==> src/rtl/actuator_driver.sv <==
`default_nettype none
// ============================================================================
// Module   : actuator_driver
// Purpose  : Drives cooler/heater/fan actuators for the incubator climate
//            controller. Fan PWM with a soft ramp toward the requested level,
//            heater/cooler interlock with dead time, dual-request fault flag.
// Revision : 1.0 - initial release
// ============================================================================
module actuator_driver #(
  parameter int PWM_DIV      = 4,
  parameter int RAMP_PERIODS = 8,
  parameter int DEAD_TIME    = 16
) (
  input  logic       clk,
  input  logic       rst,
  input  logic       cooler_req,
  input  logic       heater_req,
  input  logic [3:0] fan_req,
  output logic       cooler_en,
  output logic       heater_en,
  output logic       fan_pwm,
  output logic [3:0] fan_level,
  output logic       fault
);

  // Counter widths are held at a minimum of 1 bit so a parameter of 1 still
  // yields a legal (always-zero) counter.
  localparam int PW = (PWM_DIV > 1)      ? $clog2(PWM_DIV)      : 1;
  localparam int RW = (RAMP_PERIODS > 1) ? $clog2(RAMP_PERIODS) : 1;
  localparam int DW = (DEAD_TIME > 1)    ? $clog2(DEAD_TIME)    : 1;

  localparam logic [PW-1:0] C_PRESC_LAST = PW'(PWM_DIV - 1);
  localparam logic [RW-1:0] C_RAMP_LAST  = RW'(RAMP_PERIODS - 1);
  localparam logic [DW-1:0] C_DEAD_LOAD  = DW'(DEAD_TIME - 1);

  typedef enum logic [1:0] {
    IDLE = 2'd0,
    COOL = 2'd1,
    HEAT = 2'd2,
    DEAD = 2'd3
  } state_t;

  logic [PW-1:0] presc_q;
  logic [3:0]    pwm_phase_q;
  logic [RW-1:0] ramp_cnt_q;
  logic [3:0]    fan_level_q;
  logic          fan_pwm_q;
  logic          fault_q;
  state_t        state_q, state_d;
  logic [DW-1:0] dead_q, dead_d;

  logic tick;
  logic period_end;

  assign tick       = (presc_q == C_PRESC_LAST);
  assign period_end = tick && (pwm_phase_q == 4'd15);

  // Prescaler: free-running divide-by-PWM_DIV producing the PWM tick.
  always_ff @(posedge clk or negedge rst) begin
    if (!rst) presc_q <= '0;
    else      presc_q <= tick ? '0 : presc_q + 1'b1;
  end

  // PWM phase advances once per tick; 16 ticks form one PWM period.
  always_ff @(posedge clk or negedge rst) begin
    if (!rst)      pwm_phase_q <= 4'd0;
    else if (tick) pwm_phase_q <= pwm_phase_q + 4'd1;
  end

  // Registered PWM compare; level 15 still leaves one low phase per period.
  always_ff @(posedge clk or negedge rst) begin
    if (!rst) fan_pwm_q <= 1'b0;
    else      fan_pwm_q <= (pwm_phase_q < fan_level_q);
  end

  // Soft ramp: one level step toward fan_req every RAMP_PERIODS periods,
  // only at a period boundary so the duty never glitches mid-period.
  always_ff @(posedge clk or negedge rst) begin
    if (!rst) begin
      ramp_cnt_q  <= '0;
      fan_level_q <= 4'd0;
    end else if (period_end) begin
      if (ramp_cnt_q == C_RAMP_LAST) begin
        ramp_cnt_q <= '0;
        if (fan_level_q < fan_req)      fan_level_q <= fan_level_q + 4'd1;
        else if (fan_level_q > fan_req) fan_level_q <= fan_level_q - 4'd1;
      end else begin
        ramp_cnt_q <= ramp_cnt_q + 1'b1;
      end
    end
  end

  // Interlock state and dead-time counter registers.
  always_ff @(posedge clk or negedge rst) begin
    if (!rst) begin
      state_q <= IDLE;
      dead_q  <= '0;
    end else begin
      state_q <= state_d;
      dead_q  <= dead_d;
    end
  end

  // Interlock next-state: every changeover passes through DEAD then IDLE.
  always_comb begin
    state_d = state_q;
    dead_d  = dead_q;
    case (state_q)
      IDLE: begin
        if (cooler_req && !heater_req)      state_d = COOL;
        else if (heater_req && !cooler_req) state_d = HEAT;
      end
      COOL: begin
        if (!cooler_req || heater_req) begin
          state_d = DEAD;
          dead_d  = C_DEAD_LOAD;
        end
      end
      HEAT: begin
        if (!heater_req || cooler_req) begin
          state_d = DEAD;
          dead_d  = C_DEAD_LOAD;
        end
      end
      DEAD: begin
        if (dead_q == '0) state_d = IDLE;
        else              dead_d  = dead_q - 1'b1;
      end
      default: state_d = IDLE;
    endcase
  end

  // Fault flag: registered coincidence of both requests.
  always_ff @(posedge clk or negedge rst) begin
    if (!rst) fault_q <= 1'b0;
    else      fault_q <= cooler_req && heater_req;
  end

  assign cooler_en = (state_q == COOL);
  assign heater_en = (state_q == HEAT);
  assign fan_pwm   = fan_pwm_q;
  assign fan_level = fan_level_q;
  assign fault     = fault_q;

endmodule
`default_nettype wire

==> config.mk <==
export PLATFORM = sky130hd
export DESIGN_NAME = actuator_driver
export DESIGN_NICKNAME = d
export VERILOG_FILES = /design/src/rtl/actuator_driver.sv
export SDC_FILE = /design/constraint.sdc
export NUM_CORES = 1
export LEC_CHECK = 0
export BUFFER_PORTS_ARGS = -buffer_cell sky130_fd_sc_hd__buf_2
export CORE_MARGIN = 4
export CORE_UTILIZATION = 30
export DETAILED_ROUTE_END_ITERATION = 8
export SLEW_MARGIN = 25
export SYNTH_ARGS = -nofsm -noshare
export SYNTH_HDL_FRONTEND = slang
export SYNTH_SLANG_ARGS = --single-unit
export TNS_END_PERCENT = 1
==> constraint.sdc <==
create_clock -name clk -period 2.45 [get_ports clk]
set_clock_uncertainty 0.15 [all_clocks]
set_input_delay 0 -clock clk [delete_from_list [all_inputs] [get_ports clk]]
set_output_delay 0 -clock clk [all_outputs]
set_load 0.1 [all_outputs]
==> results.sh <==
export IMPL_synth_simple_area_share_pct=13.14
export IMPL_busiest_layer="met2"
export IMPL_clk_path_buf_depth=2
export IMPL_wirelength_um=2466
export IMPL_reg2reg_depth=10
export IMPL_fin_area_um2=1647
export IMPL_ant_nets=0
export IMPL_diodes=0
export IMPL_setup_slack_ns=-0.01431
export IMPL_grtUsageMet1_pct=10.95
export IMPL_leakage_nw=0.8129
export IMPL_failed_checks="negative setup slack"
export IMPL_synth_top_family_by_area="adder cells"
export IMPL_slew_violations=0
export IMPL_synth_distinct_cells=33
export IMPL_met3_usage_pct=2.838
export IMPL_p_int_mw=0.6597
export IMPL_synthMuxAreaShare_pct=3.970
export IMPL_post_dp_cell_area_um2=1510
export IMPL_critPathTopFamily="compound AO/OA/AOI/OAI gates"
export IMPL_first_pass_iters=4
export IMPL_grt_ovfl_total=0
export IMPL_grt_max_degree=22
export IMPL_slowest_delay_ns=0.49
export IMPL_synth_xor_area_share_pct=3.970
export IMPL_place_hpwl_um=1866
export IMPL_cts_buffers=3
export IMPL_grt_pass1_wl_um=4126
export IMPL_cts_tree="yes"
export IMPL_cp_cell_sequence="ha_4 > nor2b_4 > o211a_1 > nand2b_4 > ha_4 > a21oi_2 > and3b_1 > o21ai_2 > a21oi_2 > xnor2_1"
export IMPL_fillCellCount=419
export IMPL_setup_tns_ns=-0.01431
export IMPL_min_period_ns=2.464
export IMPL_synth_compound_area_share_pct=12.29
export IMPL_clkLatencyLatePin_ns=0.26
export IMPL_startpoint_type="flip-flop"
export IMPL_slew_headroom_pct=67.88
export IMPL_use_met2_pct=17.07
export IMPL_h_tree_depth=1
export IMPL_initial_core_util_pct=31.94
export IMPL_routedWlPerCell_um=12.09
export IMPL_port_buffers=15
export IMPL_hp_class="input port to asynchronous set/reset pin"
export IMPL_hold_viol=0
export IMPL_avgSynthCellArea_um2=10.34
export IMPL_syn_num_nets=159
export IMPL_rows=23
export IMPL_utilization_pct=39.73
export IMPL_core_area_um2=4144
export IMPL_clockPowerShare_pct=20.0
export IMPL_swShare_pct=43.87
export IMPL_period_share_pct=100.6
export IMPL_cp_end_kind="flip-flop"
export IMPL_maxCapViolations=0
export IMPL_power_density_nw_per_um2=713.9
export IMPL_r2r_setup_slack_ns=-0.01
export IMPL_clock_fmax_ghz=0.4058
export IMPL_seq_power_share_pct=36.0
export IMPL_setup_violations_final=1
export IMPL_first_iter_violations=8
export IMPL_seq_area_frac_synth_pct=39.70
export IMPL_synth_seq_cells=21
export IMPL_cts_clk_slew_worst_paths_ns=0.08
export IMPL_worstPathArrival_ns=2.50
export IMPL_rsz0062_at_grt="true"
export IMPL_die_w_um=74.43
export IMPL_dp_worst_setup_slack_ns=0.02946
export IMPL_cts_root_buf="clkbuf_8"
export IMPL_die_h_um=74.43
export IMPL_switchingPower_mw=0.5157
export IMPL_nets=186
export IMPL_grtUsageTotal_pct=9.566
export IMPL_path_max_fanout=4
export IMPL_gp_congestion=0.7678
export IMPL_required_ns=2.48
export IMPL_ys_warn_count=0
export IMPL_vias=959
export IMPL_syn_to_final_growth_pct=24.39
export IMPL_worstMarginPinSlew_ns=0.4818
export IMPL_crit_slowest_cell="dfrtp_4"
export IMPL_synth_cells=128
export IMPL_synthAdderAreaFrac_pct=22.31
export IMPL_ios=16
export IMPL_drc=0
export IMPL_path_class="flip-flop to flip-flop"
export IMPL_clkSinkCount=21
export IMPL_grt_pass1_vias=978
export IMPL_crit_buf_inv=0
export IMPL_dieArea_um2=5539
export IMPL_layout_drive_gt1_share_pct=29.87
export IMPL_syn_area_um2=1324
export IMPL_status="finished with violations"
export IMPL_routed_via_density=4.701
export IMPL_ir_drop_v=0.0008108
export IMPL_p_comb_share_pct=44.0
export IMPL_antenna_found_initial=0
export IMPL_worstReg2RegEnd="fan_level[3]$_DFFE_PN0P_"
export IMPL_crit_reg2reg_launch="fan_level[1]$_DFFE_PN0P_"
-- cells in the mapped netlist (all sizes together) --
master / count / area (um^2)
fa: 1 / 20.02
o211a: 1 / 10.01
mux2i: 3 / 30.03
dfrtp: 21 / 525.5
clkinv: 1 / 5.000
nor3: 2 / 10.01
ha: 22 / 275.3
o31ai: 1 / 12.51
nand4: 2 / 18.77
xnor2: 5 / 43.79
a22oi: 1 / 7.510
and3b: 1 / 8.760
inv: 15 / 56.30
o21ai: 6 / 30.03
nor4: 1 / 6.260
nor2b: 1 / 6.260
nor2: 5 / 18.77
nand3: 2 / 10.01
a21oi: 11 / 70.07
a21o: 2 / 15.01
nand2: 15 / 58.81
a211o: 1 / 8.760
and4: 1 / 10.01
xor2: 1 / 8.760
mux2: 2 / 22.52
nand2b: 3 / 26.27
a22o: 1 / 8.760
-- worst max-delay path by stage --
stage	to	slack (ns)	cells past startpoint	from
floorplan	fan_level[3]$_DFFE_PN0P_	-0.10	9	fan_level[1]$_DFFE_PN0P_
global placement	fan_level[3]$_DFFE_PN0P_	0.07	9	fan_level[1]$_DFFE_PN0P_
detailed placement	fan_level[3]$_DFFE_PN0P_	0.03	9	fan_level[1]$_DFFE_PN0P_
CTS	fan_level[3]$_DFFE_PN0P_	0.01	9	fan_level[1]$_DFFE_PN0P_
global route	fan_level[3]$_DFFE_PN0P_	-0.10	10	fan_level[1]$_DFFE_PN0P_
finish	fan_level[3]$_DFFE_PN0P_	-0.01	10	fan_level[1]$_DFFE_PN0P_
-- kinds of logic after synthesis --
logic type / Yosys count
adders and majority gates: 23
buffers and inverters: 16
AOI/OAI and AO/OA: 24
xor gates and xnor gates: 6
muxes: 5
and+or+nand+nor: 33
DFF: 21
-- worst reg2reg max path: cells and delay by family, from the launching register on --
kind / cells / cell delay (ns)
AO/OA/AOI/OAI: 4 / 0.60
XOR/XNOR: 1 / 0.13
adder cells (fa/ha/maj): 2 / 0.49
flip-flops: 1 / 0.49
AND/OR/NAND/NOR: 3 / 0.52
-- routing by layer --
layer	vias to the layer above	part of all wire [%]
met5	-	0
met4	0	1.1
met3	4	5.3
met2	18	50
met1	452	43
li1	485	-
-- through the flow --
stage / std cells / hold slack [ns] / total power [mW]
final: 204 / 0.06284 / 1.175
after global routing: 204 / 0.1004 / 1.266
after CTS: 201 / 0.07309 / 1.179
after detailed placement: 194 / -0.1569 / 0.9345
after global placement: 194 / -0.1663 / 0.9065
after floorplan: 128 / -0.4456 / 0.8331
-- power groups by stage --
stage                     Combinational [mW]  Clock, mW  Sequential (mW)
final                                  0.517      0.235            0.424
after global routing                   0.576      0.261            0.429
after CTS                              0.509      0.246            0.423
after detailed placement               0.505          0            0.429
after global placement                 0.479          0            0.428
after floorplan                        0.382          0            0.451
-- cell usage in the layout (no fill, tap or decap), drive strengths merged --
master	instances
xnor2	5
ha	22
a21o	2
buf	19
dfrtp	21
nand2b	3
xor2	1
clkbuf	3
nand4	2
o31ai	1
nand2	15
nand3	2
a211o	1
mux2i	3
o211a	1
clkinvlp	1
clkinv	1
dlygate4sd3	3
fa	1
a22oi	1
inv	15
and4	1
nor2b	1
nor2	5
and3b	1
o21ai	6
a21oi	11
a22o	1
mux2	2
nor4	1
nor3	2
-- area by class of cell --
cell class	instances	area, um^2	area share, %
multi-input cells	91	800.8	48.63
flip-flops and latches	21	538.0	32.67
clock buffers	3	41.29	2.508
repair buffers	22	135.1	8.207
inverters	16	61.31	3.723
clock inverters	1	7.507	0.4559
well taps	50	62.56	3.799
-- registers in the layout, indices dropped and copies added (netlist names) --
register	flops
dead_q	4
fan_level	4
pwm_phase_q	4
ramp_cnt_q	3
presc_q	2
state_q	2
fan_pwm	1
fault	1
-- what timing repair did --
action / 4_1_cts / 5_1_grt
hold endpoints to repair: 22 / 0
hold buffers: 3 / 0
setup endpoints to repair: 0 / 1
buffers inserted: 0 / 3
gates resized for setup: 0 / 9
Note: power is estimated with default switching activity, not from simulation.
